--- config.mk ---
export PLATFORM = sky130hd
export DESIGN_NAME = debounce_multi
export DESIGN_NICKNAME = d
export VERILOG_FILES = /design/src/rtl/debounce_pkg.sv /design/src/rtl/debounce_chan.sv /design/src/rtl/debounce_multi.sv
export SDC_FILE = /design/constraint.sdc
export NUM_CORES = 1
export LEC_CHECK = 0
export CORE_MARGIN = 2
export CORE_UTILIZATION = 45
export CTS_BUF_LIST = sky130_fd_sc_hd__clkbuf_8 sky130_fd_sc_hd__clkbuf_16
export DETAILED_ROUTE_END_ITERATION = 8
export MAX_ROUTING_LAYER = met4
export RECOVER_POWER = 25
export SETUP_SLACK_MARGIN = 0.2
export SYNTH_ARGS = -nofsm -noshare
export SYNTH_HDL_FRONTEND = slang
export SYNTH_SLANG_ARGS = --single-unit
export TNS_END_PERCENT = 1
--- constraint.sdc ---
create_clock -name clk -period 4.9 [get_ports clk]
set_input_delay 0.98 -clock clk [delete_from_list [all_inputs] [get_ports clk]]
set_output_delay 0.98 -clock clk [all_outputs]
set_load 0.05 [all_outputs]
--- src/rtl/debounce_pkg.sv ---
// Shared width helper and 50 MHz board timing defaults for the multi-channel debouncer.
package debounce_pkg;

    localparam int DB_CLK_DIV      = 1000;   // 20 us sample tick at 50 MHz
    localparam int DB_STABLE_10MS  = 500;
    localparam int DB_LONG_500MS   = 25000;
    localparam int DB_REPEAT_100MS = 5000;

    // Bits needed to hold 0..x, never narrower than one bit so a zero terminal value stays legal.
    function automatic int cnt_width(input int x);
        return (x < 1) ? 1 : $clog2(x + 1);
    endfunction

endpackage

--- src/rtl/debounce_chan.sv ---
// One debounce channel: 2-flop synchronizer, tick-based stability filter,
// registered edge pulses and long-press / auto-repeat detection.
module debounce_chan
    import debounce_pkg::*;
#(
    parameter int   STABLE_TICKS = DB_STABLE_10MS,
    parameter int   LONG_TICKS   = DB_LONG_500MS,
    parameter int   REPEAT_TICKS = DB_REPEAT_100MS,
    parameter logic RST_LEVEL    = 1'b0
) (
    input  logic clk,
    input  logic rst,
    input  logic tick,
    input  logic noisy,
    output logic clean,
    output logic rise,
    output logic fall,
    output logic long_press,
    output logic rpt,
    output logic held
);

    localparam int SW = cnt_width(STABLE_TICKS);
    localparam int HW = cnt_width(LONG_TICKS);
    localparam int RW = cnt_width(REPEAT_TICKS);

    localparam logic [SW-1:0] S_END = SW'(STABLE_TICKS);
    localparam logic [SW-1:0] S_ONE = SW'(1);
    localparam logic [HW-1:0] H_END = HW'(LONG_TICKS);
    localparam logic [HW-1:0] H_ONE = HW'(1);
    localparam logic [RW-1:0] R_END = RW'(REPEAT_TICKS);
    localparam logic [RW-1:0] R_ONE = RW'(1);

    logic          sync1;
    logic          sync2;
    logic          xnew;
    logic [SW-1:0] scnt;
    logic [HW-1:0] hcnt;
    logic [RW-1:0] rcnt;
    logic          settle;
    logic          drop;

    // clean takes xnew on the tick that completes the stability window
    assign settle = (sync2 == xnew) && tick && (scnt < S_END) &&
                    (scnt + S_ONE == S_END) && (xnew != clean);
    assign drop   = settle && !xnew;

    always_ff @(posedge clk) begin
        if (rst) begin
            sync1 <= RST_LEVEL;
            sync2 <= RST_LEVEL;
            xnew  <= RST_LEVEL;
            clean <= RST_LEVEL;
            scnt  <= '0;
            rise  <= 1'b0;
            fall  <= 1'b0;
        end else begin
            sync1 <= noisy;
            sync2 <= sync1;
            rise  <= settle && xnew;
            fall  <= drop;
            if (sync2 != xnew) begin
                xnew <= sync2;
                scnt <= '0;
            end else if (tick && (scnt < S_END)) begin
                scnt <= scnt + S_ONE;
            end
            if (settle) begin
                clean <= xnew;
            end
        end
    end

    // Hold timing runs only while clean is high; the falling settle cancels any pulse due on that tick.
    always_ff @(posedge clk) begin
        if (rst) begin
            hcnt       <= '0;
            rcnt       <= '0;
            long_press <= 1'b0;
            rpt        <= 1'b0;
            held       <= 1'b0;
        end else begin
            long_press <= 1'b0;
            rpt        <= 1'b0;
            if (!clean || drop) begin
                hcnt <= '0;
                rcnt <= '0;
                held <= 1'b0;
            end else if (tick) begin
                if (hcnt < H_END) begin
                    hcnt <= hcnt + H_ONE;
                    if (hcnt + H_ONE == H_END) begin
                        long_press <= 1'b1;
                        held       <= 1'b1;
                    end
                end
                if ((REPEAT_TICKS > 0) && held) begin
                    if (rcnt + R_ONE == R_END) begin
                        rpt  <= 1'b1;
                        rcnt <= '0;
                    end else begin
                        rcnt <= rcnt + R_ONE;
                    end
                end
            end
        end
    end

endmodule

--- src/rtl/debounce_multi.sv ---
// Multi-channel button/switch conditioner: one shared sample-tick prescaler
// feeding NCH independent debounce channels.
module debounce_multi
    import debounce_pkg::*;
#(
    parameter int             NCH          = 4,
    parameter int             CLK_DIV      = DB_CLK_DIV,
    parameter int             STABLE_TICKS = DB_STABLE_10MS,
    parameter int             LONG_TICKS   = DB_LONG_500MS,
    parameter int             REPEAT_TICKS = DB_REPEAT_100MS,
    parameter logic [NCH-1:0] RST_LEVEL    = '0
) (
    input  logic           clk,
    input  logic           rst,
    input  logic [NCH-1:0] noisy,
    output logic [NCH-1:0] clean,
    output logic [NCH-1:0] rise,
    output logic [NCH-1:0] fall,
    output logic [NCH-1:0] long_press,
    output logic [NCH-1:0] rpt,
    output logic [NCH-1:0] held
);

    localparam int            PW    = cnt_width(CLK_DIV - 1);
    localparam logic [PW-1:0] P_END = PW'(CLK_DIV - 1);
    localparam logic [PW-1:0] P_ONE = PW'(1);

    logic [PW-1:0] pcnt;
    logic          tick;

    // With CLK_DIV == 1 the count is pinned at zero and tick stays high.
    assign tick = (pcnt == P_END);

    always_ff @(posedge clk) begin
        if (rst || tick) begin
            pcnt <= '0;
        end else begin
            pcnt <= pcnt + P_ONE;
        end
    end

    for (genvar i = 0; i < NCH; i++) begin : g_ch
        debounce_chan #(
            .STABLE_TICKS(STABLE_TICKS),
            .LONG_TICKS  (LONG_TICKS),
            .REPEAT_TICKS(REPEAT_TICKS),
            .RST_LEVEL   (RST_LEVEL[i])
        ) u_chan (
            .clk       (clk),
            .rst       (rst),
            .tick      (tick),
            .noisy     (noisy[i]),
            .clean     (clean[i]),
            .rise      (rise[i]),
            .fall      (fall[i]),
            .long_press(long_press[i]),
            .rpt       (rpt[i]),
            .held      (held[i])
        );
    end

endmodule

== Word-level counts from Yosys, hierarchy flattened ==
Cells that the tools add are included.
Cells by class
  equal/unequal tests: 25
  reductions and logical operators: 69
  bitwise logic cells: 9
  magnitude comparators: 8
  multiplexer cells: 12
  $add $sub $neg: 13
Operator list (number)
  adder 15 x 1 -> 15 bit (second input constant): 4
  == test 15 bit (second input constant): 4
  less-than comparator 15 bit (second input constant): 4
  adder 13 x 1 -> 13 bit (second input constant): 4
  == test 13 bit (second input constant): 4
  2-to-1 mux 13 bit: 4
  adder 9 x 1 -> 9 bit (second input constant): 4
  == test 9 bit (second input constant): 4
  less-than comparator 9 bit (second input constant): 4
  OR reduction 4 bit: 8
  logical AND 1 bit: 28
  AND reduction 2 bit: 8
  OR reduction 2 bit: 8
  AND reduction 3 bit: 4
  adder 10 x 1 -> 10 bit (second input constant): 1
  == test 10 bit (second input constant): 1
  inverter 1 bit: 9
  logical NOT 1 bit: 8
  2-to-1 mux 1 bit: 8
  != test 1 bit: 8
  logical OR 1 bit: 5
  == test 1 bit: 4
Storage, ports and cells
  logic and storage cells: 185
  bits of input ports: 6
  output and inout port bits: 24
  register bits after elaboration: 194

== Longest topological paths before layout ==
Gate-level depths: netlist of run 1.
  depth after elaboration: 8
  mapped depth: 10

== By module ==
Synthesis of run 1 repeated with hierarchy kept, for this count alone.
Second synthesis, totals
  cells, all modules: 1208
  area total of the unflattened synthesis: 9749.4 um2
By module, submodules not included
  debounce_chan: instances 4, area an instance 2314.7 um2, cells each 288, seq. area each 920.9 um2
  debounce_multi: instances 1, area an instance 490.5 um2, cells each 56, seq. area each 200.2 um2

== Worst setup path after synthesis of run 1 ==
OpenSTA, ideal clock, no wires.
  path type: reg-to-reg
  start: register g_ch[3].u_chan.hcnt[0]
  end: register g_ch[3].u_chan.held
  arrival: 2.097 ns
  buffers on the path: 1
  clock period less this slack: 2.163 ns
  cell stages (with the launch flop): 9
  library setup time: 0.066 ns
  path slack: 2.737 ns
  cells stage by stage: dfxtp_1 -> ha_1 -> and4_1 -> buf_6 -> mux2_4 -> and4bb_1 -> a21oi_1 -> or4_4 -> a21oi_2
On the way
  longest elaborated chain between the ends: 3
  elaborated cells between the ends (all ways): 4
Ends and longest elaborated chain
  start: declaration: line debounce_chan.sv:38  | logic [HW-1:0] hcnt;
  start signal: assignment: line debounce_chan.sv:91  | hcnt <= hcnt + H_ONE;
  adder 15 x 1 -> 15 bit: line debounce_chan.sv:92  | if (hcnt + H_ONE == H_END) begin
  == test 15 bit: line debounce_chan.sv:92
  AND reduction 3 bit (no line) *
  end signal: assignment: line debounce_chan.sv:81  | held <= 1'b0;
  end signal: assignment: line debounce_chan.sv:88  | held <= 1'b0;
  end signal: assignment: line debounce_chan.sv:94  | held <= 1'b1;
  end: declaration: line debounce_chan.sv:20  | output logic held
Mark *: on every way between the ends. The rest lies on a longest branch, timed or not.
A chain may end at the register's enable or synchronous reset.

== Worst setup path in the final report of run 1 ==
  start: register pcnt[5]
  end: register g_ch[3].u_chan.hcnt[14]
On the way
  longest elaborated chain between the ends: 8
  elaborated cells between the ends (all ways): 9
Ends and longest elaborated chain
  start: declaration: line debounce_multi.sv:28  | logic [PW-1:0] pcnt;
  start signal: assignment: line debounce_multi.sv:38  | pcnt <= pcnt + P_ONE;
  == test 10 bit *: line debounce_multi.sv:32  | assign tick = (pcnt == P_END);
  logical AND 1 bit (3 in a row): line debounce_chan.sv:44  | assign settle = (sync2 == xnew) && tick && (scnt < S_END) &&
  logical AND 1 bit: line debounce_chan.sv:45  | (scnt + S_ONE == S_END) && (xnew != clean);
  logical AND 1 bit: line debounce_chan.sv:46  | assign drop = settle && !xnew;
  logical OR 1 bit: line debounce_chan.sv:85  | if (!clean || drop) begin
  OR reduction 2 bit (no line)
Marks and branches as above.

==> impl_results.md, run 1 <==
- Run status: finished clean
- Slew Limit Fails: 0
- Synthesis warning total: 0
- Pwr/cell area: 268 nW/um^2
- Initial core utilization: 45.4%
- Synth top area cells: dfxtp_1, nor2_1, xnor2_1
- Syn Nets: between 1000 and 1500
- Nets@finish: ~1200
- PortBufs: 29
- Worst reg-to-reg path cell count: 7
- Peak VDD IR: between 0.15 and 0.2 mV
- Flop pwr share: a little over half
- Leak pwr: between 0.003 and 0.004 uW
- Register bit count reported by yosys: slightly below 200
- Metal3 WL: about 550 um
- DRC Markers: 0
- Fmax: 278 MHz
- CTS tree: done
- Row cnt: 55
- DIE HEIGHT: approximately 150 um
- Post-DP HPWL: about 14000 um
- Worst EP required: about 5200 ps
- GP Congestion: roughly 0.85
- Setup TNS Final: 0 ps
- Routed vias/inst: about 5.5
- Net Sw Power: about 630 uW
- Design Power: about 3000 uW
- Hold buffers post-CTS: 0
- Synth unique cells: 77
- Share of the synthesized area in the top cell type: a little under two fifths
- Cell Area, Synth: 10200 sq um
- DRT Wirelength: between 20000 and 25000 um
- Post-route ant nets: 0
- RSZ-0062 raised after global routing: no
- Die width: 154 um
- Gr ovfl total: 0
- Drt wl/cell: around 14 um
- Routed via count: between 8000 and 9000
- Most frequent cell after synthesis: dfxtp_1
- Post-synth EDFFs: 0
- Max Cap Viol: 0
- Hold path cells: 1
- Met2 routed WL: ~9500 um
- Largest net degree at the start of global routing: 36
- First-pass GRT wire length: 36500 um
- Setup crit end kind: flip-flop
- Fraction of layout cells with a size suffix above 1: about 4.6%
- Post-CTS Setup Repair Bufs: 0
- Worst-path maximum fanout: 31
- Least-Margin Pin Slew: 1440 ps
- Combinational Power Share: 0.9%
- Post-synthesis sequential area ratio: a little under two fifths
- CORE AREA: 22400 sq um
- Routed met1 length: 10800 um
- Htree depth: 4
- P&R area growth vs syn: 7.21%
- First-pass detailed-route iteration total: 7
- CTS sink count: between 150 and 200
- Clock share of power: around 45%
- Root Driver: clkbuf_16
- Startpoint Class: flip-flop
- Post-layout util: about half
- Biggest area consumer among synthesized cells: dfxtp_1
- Tmin final: 3600 ps
- Hold Vio Cnt, Final: 0
- Fillcell total: about 2100
- Initial antenna violation count: 0
- # diodes: 0
- DR top layer: met4
- Synth Instances: 1233
- Resized cells post-CTS: 0
- Count of final setup violators: 0
- Worst Hold Class: reg -> reg
- Clock-pin slew on the worst setup and hold paths: 70 ps
- Synth Flop Type: dfxtp_1
- Worst setup slack after placement: 1850 ps
- Worst clock skew: between 10 and 15 ps
- Worst-Skew Late Latency: roughly 440 ps
- Commonest cells in the netlist: dfxtp_1, nor2_1, nand2_1
- Worst EP arrival: roughly 3900 ps
- Setup Crit Path Kind: reg -> reg
- CTS buffer count: 17
- Setup ws final: about 1300 ps
- First DRT Iteration DRCs: between 500 and 600
- Period Utilization, post-route: between 70% and 80%
- Max Root-Sink Buffers: 2
- Syn avg cell area: a little over 8 sq um
- P_int: about 2300 uW
- Vias in the first global route: 7654
- Full die area: between 20000 and 25000 sq um
- Switching Share: between 20% and 30%
- IO Count: 30
- Max-slew headroom: 4.19%
- All-Layer GR Usage: between 10% and 20%
- Synth async-reset ratio: 0%
[cells by family (layout without fill, tap and decap cells)]
group	after synthesis	count (layout)	share of synthesized area (%)
compound gates	159	159	10.6
fa+ha+maj	16	16	1.97
mux	11	11	1.13
flops	194	194	38.1
buf+inv	105	84	5.49
xor+xnor	134	134	11.5
simple gates	614	614	31.2
[state kept, by name, summed over array words and instances (netlist names)]
| register | cells |
|---|---|
| g_ch.u_chan.rise | 4 |
| g_ch.u_chan.sync2 | 4 |
| g_ch.u_chan.fall | 4 |
| g_ch.u_chan.held | 4 |
| pcnt | 10 |
| g_ch.u_chan.scnt | 36 |
| g_ch.u_chan.clean | 4 |
| g_ch.u_chan.xnew | 4 |
| g_ch.u_chan.rpt | 4 |
| g_ch.u_chan.rcnt | 52 |
| g_ch.u_chan.sync1 | 4 |
| g_ch.u_chan.hcnt | 60 |
| g_ch.u_chan.long_press | 4 |
[power groups by stage]
stage | Sequential (uW) | Combinational (uW) | Clock [uW]
final | 1590 | 26.6 | 1320
after global routing | 1590 | 30.2 | 1430
after CTS | 1590 | 27.9 | 1370
after detailed placement | 1620 | 27.9 | 0
after global placement | 1620 | 27.9 | 0
after floorplan | 1620 | 18.1 | 0
[routing by layer]
layer / up-vias / track usage (%)
met3: 7 / 3.45
met4: 0 / 4.32
met2: 89 / 29.8
li1: 4274 / -
met1: 3856 / 24.8
met5: - / -
[critical path: stages, from the launching register on]
cell and delay (ps):
dfxtp_1 380, and4_1 330, nand4_1 620, nor2_1 350
nand4_1 250, o211ai_2 200, clkbuf_1 1060, o21ba_2 280
[cell usage in the layout (no fill, tap or decap), types with 8 or more instances in the layout]
cell | Yosys | routed
nor3_1 | 53 | 53
a21oi_1 | 53 | 53
ha_1 | 16 | 16
nor2b_1 | 16 | 16
o211ai_1 | 8 | 8
and4_1 | 23 | 23
inv_1 | 16 | 17
and3_1 | 26 | 26
dlygate4sd3_1 | 0 | 13
or3_1 | 17 | 17
nor4_1 | 19 | 19
nand4_1 | 47 | 48
dfxtp_1 | 194 | 194
xnor2_1 | 72 | 72
o21ai_0 | 24 | 24
clkbuf_16 | 0 | 17
and2_1 | 15 | 14
nand3b_1 | 9 | 9
nand2_1 | 102 | 102
nor2_1 | 173 | 173
a31oi_1 | 11 | 11
nor3b_1 | 8 | 9
clkdlybuf4s50_1 | 0 | 16
xor2_1 | 62 | 62
nand3_1 | 74 | 75
mux2i_1 | 10 | 10
[path summary, 6_finish.rpt]
path / startpoint / to / slack, ps
max: pcnt[5] / g_ch[3].u_chan.hcnt[14] / 1300
min: g_ch[3].u_chan.sync1 / g_ch[3].u_chan.sync2 / 440
max reg2reg: pcnt[5] / g_ch[3].u_chan.hcnt[14] / 1300
min reg2reg: g_ch[3].u_chan.sync1 / g_ch[3].u_chan.sync2 / 440
[through the flow]
stage	hold WS [ps]	cells	area, sq um
final	439	1497	10900
after global routing	461	1497	10900
after CTS	443	1497	11000
after detailed placement	428	1465	10400
after global placement	415	1465	10400
after floorplan	414	1233	10200
[cell type report]
cell class,count,area (sq um),share of cell area (%)
clock inverter,11,77.6,0.710
sequential,194,3880,35.6
clock buffer,21,480,4.40
timing repair buffer,35,332,3.04
inverter,17,63.8,0.584
tap,285,357,3.26
multi-input combinational,934,5730,52.4
(Power assumes the default switching activity.)
==> inputs of run 2 (changes only) <==
Clock period 4.9 ns to 3.1 ns, I/O delays scaled along.
==> impl_results.md, run 2 (synthesis gave the netlist of run 1 again) <==
- Run status: finished clean
- Hold Vio Cnt, Final: 0
- Critical path origin: pcnt[5]
- Post-DP HPWL: between 10000 and 15000 um
- CORE AREA: ~22000 sq um
- Gr ovfl total: 0
- # diodes: 0
- Largest register FFs: 60
- HP Start: g_ch[0].u_chan.sync1
- PortBufs: 29
- Routed via count: ~8300
- Largest stage delay, worst path: between 500 and 600 ps
- All-Layer GR Usage: a little under a fifth
- Largest net degree at the start of global routing: 33
- Hold endpoint: g_ch[0].u_chan.sync2
- Reg-to-Reg Start: pcnt[5]
- Row cnt: 55
- IO Count: 30
- Tmin final: between 2000 and 3000 ps
- First-pass GRT wire length: ~36000 um
- Startpoint Class: flip-flop
- Placed cells: roughly 1500
- Die width: around 150 um
- Slew Limit Fails: 0
- Max-slew headroom: 27.3%
- DIE HEIGHT: between 150 and 200 um
- Post-route ant nets: 0
- Fillcell total: roughly 2200
- Post-layout util: 49.0%
- First DRT Iteration DRCs: 516
- Setup TNS Final: 0 ps
- Most flops, register: g_ch.u_chan.hcnt
- Fraction of layout cells with a size suffix above 1: 5.02%
- Fmax: ~380 MHz
- Post-CTS Setup Repair Bufs: 0
- Period Utilization, post-route: between 80 and 90%
- Resized cells post-CTS: 0
- Setup crit end kind: flip-flop
- Worst Hold Class: reg -> reg
- Critical-path cell list: and4_1, nand4_4, nor3b_2, nand4b_1, o21ai_2, buf_4, nor2_1
- CTS buffer count: 17
- Peak VDD IR: between 0.3 and 0.4 mV
- Worst-path maximum fanout: 15
- R2R Setup Slk: 440 ps
- DRC Markers: 0
- Worst clock skew: between 10 and 15 ps
- Initial core utilization: between 40% and 50%
- Pwr/cell area: between 400 and 500 nW/um^2
- Vias in the first global route: roughly 7500
- Max Root-Sink Buffers: 2
- Post-route insts no fill: 1500
- Setup Crit Path Kind: reg -> reg
- Hold_ws: 436 ps
- Least-Margin Pin Slew: 1080 ps
- Worst-Skew Late Latency: approximately 430 ps
- First-pass detailed-route iteration total: 5
- Worst reg-to-reg path cell count: 7
- P&R area growth vs syn: 7.87%
- Drt wl/cell: 13.8 um
- Root Driver: clkbuf_16
- Count of final setup violators: 0
- Commonest non-fill, non-tap cell in the layout: dfxtp_1
- Full die area: roughly 24000 sq um
- Leak pwr: around 0.0034 uW
- Clock-pin slew on the worst setup and hold paths: around 70 ps
- Worst EP arrival: 2980 ps
- Nets@finish: ~1200
- Initial antenna violation count: 0
- CTS sink count: about 190
- Top Registers: g_ch.u_chan.hcnt (60), g_ch.u_chan.rcnt (52), g_ch.u_chan.scnt (36)
- Routed vias/inst: ~5.5
- GP Congestion: around 0.87
- Critical-path top delay cell: o21ai_2
- Worst EP required: approximately 3400 ps
- Hold buffers post-CTS: 0
- Reg2reg end: g_ch[1].u_chan.hcnt[10]
- RSZ-0062 raised after global routing: no
- DRT Wirelength: about 21000 um
- Most frequent cells in the layout: dfxtp_1, nor2_1, nand2_1
- CTS tree: done
- Max Cap Viol: 0
- Hold path cells: 1
- Htree depth: 4
run 2: cell count changes in the layout (fill, tap and decap cells not counted), sizes merged:
| cell | change |
|---|---|
| buf | +2 |
| bufinv | +1 |
| clkbuf | -3 |
| clkdlybuf4s50 | -3 |
| clkinv | -4 |
| clkinvlp | +5 |
| dlygate4sd3 | +3 |
| inv | +2 |
run 2: worst max-delay path by stage:
| stage | endpoint | slack [ps] |
|---|---|---|
| 6_report | g_ch[1].u_chan.hcnt[10] | 440 |
| 5_1_grt | g_ch[1].u_chan.hcnt[6] | 160 |
| 4_1_cts | g_ch[1].u_chan.hcnt[10] | 450 |
| 3_5_place_dp | g_ch[1].u_chan.hcnt[7] | 460 |
| 3_3_place_gp | g_ch[1].u_chan.hcnt[8] | 530 |
| 2_1_floorplan | g_ch[3].u_chan.held | 940 |
run 2: critical path: cells and delay by family, from the launching register on:
| family | cells | cell delay, ps |
|---|---|---|
| and+or+nand+nor | 5 | 1320 |
| buffers and inverters | 1 | 250 |
| DFF | 1 | 390 |
| AOI/OAI and AO/OA | 1 | 590 |
run 2: power by group:
group / internal [uW] / total, uW / switching, uW
Sequential: 2500 / 2510 / 8.46
Clock: 1130 / 2150 / 1020
Combinational: 15.2 / 43.0 / 27.7
run 2: stage by stage:
| step | worst slack [ps] | power, uW | instance area (sq um) |
|---|---|---|---|
| 6_report | 444 | 4700 | 11000 |
| 4_1_cts | 453 | 4770 | 11000 |
| 3_5_place_dp | 459 | 2610 | 10400 |
| 3_3_place_gp | 526 | 2610 | 10400 |
| 5_1_grt | 161 | 4880 | 11000 |
| 2_1_floorplan | 937 | 2590 | 10200 |
run 2: layout make-up:
cell class / count / area (sq um) / share of cell area [%]
multi-input cells: 934 / 5750 / 52.3
flip-flops and latches: 194 / 3880 / 35.3
clock buffers: 17 / 425 / 3.87
repair buffers: 38 / 363 / 3.30
well taps: 285 / 357 / 3.24
clock inverters: 15 / 150 / 1.37
inverters: 17 / 63.8 / 0.581
run 2: metal layers:
metal / global-route usage [%] / wire [um] / vias to the layer above / share of wire, %
li1: - / - / 4296 / -
met3: 3.42 / 512 / 14 / 2.5
met1: 24.2 / 10400 / 3877 / 50
met4: 4.63 / 187 / 0 / 0.90
met2: 29.0 / 9590 / 89 / 46
met5: - / 0 / - / 0
==> inputs of run 3 (changes only) <==
Settings changed: SLEW_MARGIN set to 5, SYNTH_HIERARCHICAL set to 1.
==> impl_results.md, run 3 <==
- R2R Setup Slk: 410 ps
- Worst EP required: about 3400 ps
- Routed via count: between 7000 and 8000
- Initial antenna violation count: 0
- Setup Crit Path Kind: in -> reg
- Critical-path cell list: clkdlybuf4s50_1, clkbuf_1, nor2b_1, o21ai_2, nand2b_1, nor2_1
- First DRT Iteration DRCs: slightly below 500
- Final Instance Area: between 10000 and 15000 sq um
- Die width: 151 um
- Root Driver: clkbuf_16
- Biggest area consumer among synthesized cells: dfxtp_1
- Htree depth: 4
- Pwr/cell area: approximately 440 nW/um^2
- Period Utilization, post-route: between 80% and 90%
- DRT Wirelength: 19300 um
- Tmin final: 2750 ps
- Critical-path top delay cell: clkbuf_1
- Hold Vio Cnt, Final: 0
- DRC Markers: 0
- Routed vias/inst: approximately 5.3
- Synth top area cells: dfxtp_1, xnor2_1, nor2_1
- All-Layer GR Usage: around 18%
- Post-DP HPWL: roughly 13000 um
- Worst Hold Class: reg -> reg
- Worst EP arrival: 3050 ps
- Drt wl/cell: approximately 13 um
- Synthesis warning total: 6
- Cell Area, Synth: between 9000 and 10000 sq um
- Commonest cells in the netlist: nor2_1, dfxtp_1, nand2_1
- Post-synth EDFFs: 0
- Clock-pin slew on the worst setup and hold paths: around 70 ps
- Worst clock skew: roughly 16 ps
- Gr ovfl total: 0
- Max-slew headroom: -14.7%
- Max Root-Sink Buffers: 2
- Slew Limit Fails: 36
- Share of the synthesized area in the top cell type: 39.8%
- Commonest non-fill, non-tap cell in the layout: nor2_1
- Row cnt: between 50 and 60
- Worst-Skew Late Latency: around 430 ps
- Initial core utilization: 46.1%
- Run status: finished, violations left
- Failing checks: max-capacitance violations, max-slew violations
- First-pass detailed-route iteration total: 5
- Count of final setup violators: 0
- CTS tree: done
- Setup TNS Final: 0 ps
- Top Registers: g_ch.u_chan/hcnt (60), g_ch.u_chan/rcnt (52), g_ch.u_chan/scnt (36)
- CTS sink count: 194
- Fraction of layout cells with a size suffix above 1: roughly 7.4%
- DP Area: just over 10000 sq um
- First-pass GRT wire length: ~33000 um
- DIE HEIGHT: 151 um
- # diodes: 0
- Leak pwr: roughly 0.0033 uW
- Largest stage delay, worst path: 1230 ps
- IO Count: 30
- Synth Instances: 1208
- Peak VDD IR: a little over 0.3 mV
- Worst-path maximum fanout: 35
- PortBufs: 29
- Synth Flop Type: dfxtp_1
- Least-Margin Pin Slew: about 1700 ps
- Post-synthesis sequential area ratio: about two fifths
- Full die area: approximately 23000 sq um
- Synth async-reset ratio: 0%
- CORE AREA: approximately 21000 sq um
- Largest net degree at the start of global routing: 36
- Syn avg cell area: 8.07 sq um
- RSZ-0062 raised after global routing: no
- Post-layout util: 52.1%
- Syn Nets: 1231
- Fmax: between 300 and 400 MHz
- Most frequent cell after synthesis: nor2_1
- Vias in the first global route: 7247
- Setup crit end kind: flip-flop
- CTS buffer count: 17
- GP Congestion: 0.878
- Synth unique cells: 46
- Startpoint Class: input pin
- Largest register FFs: 60
- Most flops, register: g_ch.u_chan/hcnt
- Post-route ant nets: 0
- P&R area growth vs syn: 13.1%
- Max Cap Viol: 1
- Register bit count reported by yosys: a little under 200
- Nets@finish: roughly 1200
- Most frequent cells in the layout: nor2_1, dfxtp_1, nand2_1
run 3: changes by cell type in the layout (fill, tap and decap cells not counted), moves of 11 or more:
| cell | before | now |
|---|---|---|
| nand3_1 | 74 | 56 |
| and3_1 | 26 | 9 |
| or2_2 | 1 | 12 |
| inv_1 | 16 | 40 |
| a21oi_1 | 53 | 38 |
| xnor2_1 | 72 | 98 |
| nor2_1 | 173 | 197 |
| clkdlybuf4s50_1 | 13 | 24 |
| nand2b_1 | 4 | 16 |
| and2_1 | 14 | 1 |
| dlygate4sd3_1 | 16 | 5 |
| nand4_1 | 47 | 70 |
| buf_4 | 6 | 19 |
run 3: repair_timing:
item                       4_1_cts  5_1_grt
resized for setup                4        6
setup endpoints to repair       14       31
pin swaps                        1        4
setup buffers                    0        2
hold buffers                     0        0
run 3: through the flow:
step	std cells	setup WS [ps]	hold WS [ps]	total power (uW)
floorplan	1208	325	414	2600
global placement	1479	375	418	2620
detailed placement	1479	136	426	2620
CTS	1511	211	439	4940
global route	1513	148	458	5040
finish	1513	351	433	4860
run 3: area by class of cell:
| type | instances | area (sq um) |
|---|---|---|
| Clock buffer | 20 | 467 |
| Timing Repair Buffer | 50 | 457 |
| Sequential cell | 194 | 3880 |
| Multi-Input combinational cell | 923 | 5570 |
| Inverter | 39 | 146 |
| Clock inverter | 12 | 156 |
| Fill cell | 1988 | 10100 |
| Tap cell | 275 | 344 |
run 3: worst paths after layout:
check | from | to | cells past startpoint
hold reg to reg | g_ch[2].u_chan/sync1 | g_ch[2].u_chan/sync2 | 1
hold / removal | g_ch[2].u_chan/sync1 | g_ch[2].u_chan/sync2 | 1
setup / recovery | rst | g_ch[1].u_chan/rcnt[0] | 6
setup reg to reg | pcnt[0] | g_ch[1].u_chan/rcnt[0] | 10
run 3: power breakdown:
part	switching [uW]	internal [uW]	total (uW)
registers	13.5	2500	2520
logic	29.4	21.2	50.7
clock network	958	1340	2300
total	1000	3860	4860
run 3: per-layer routing:
layer  share of wire [%]  GRT usage (%)  vias up
li1                    -              -     4212
met1                  51           24.7     3628
met2                  45           27.6      111
met3                 2.9           2.95       15
met4                0.78           4.95        0
met5                   0              -        -
run 3: logic make-up (layout without fill, tap and decap cells):
| logic type | after synthesis | in the layout | share of synthesized area, % |
|---|---|---|---|
| fa+ha+maj | 17 | 17 | 2.18 |
| xor+xnor | 155 | 155 | 13.9 |
| flops | 194 | 194 | 39.8 |
| mux | 4 | 4 | 0.411 |
| simple gates | 615 | 615 | 31.5 |
| buf+inv | 91 | 121 | 3.71 |
| compound gates | 132 | 132 | 8.42 |
run 3: worst max-delay path: cells and delay by family:
| family | cells | cell delay, ps |
|---|---|---|
| buffers and inverters | 2 | 1680 |
| AND/OR/NAND/NOR | 3 | 560 |
| AO/OA/AOI/OAI | 1 | 160 |
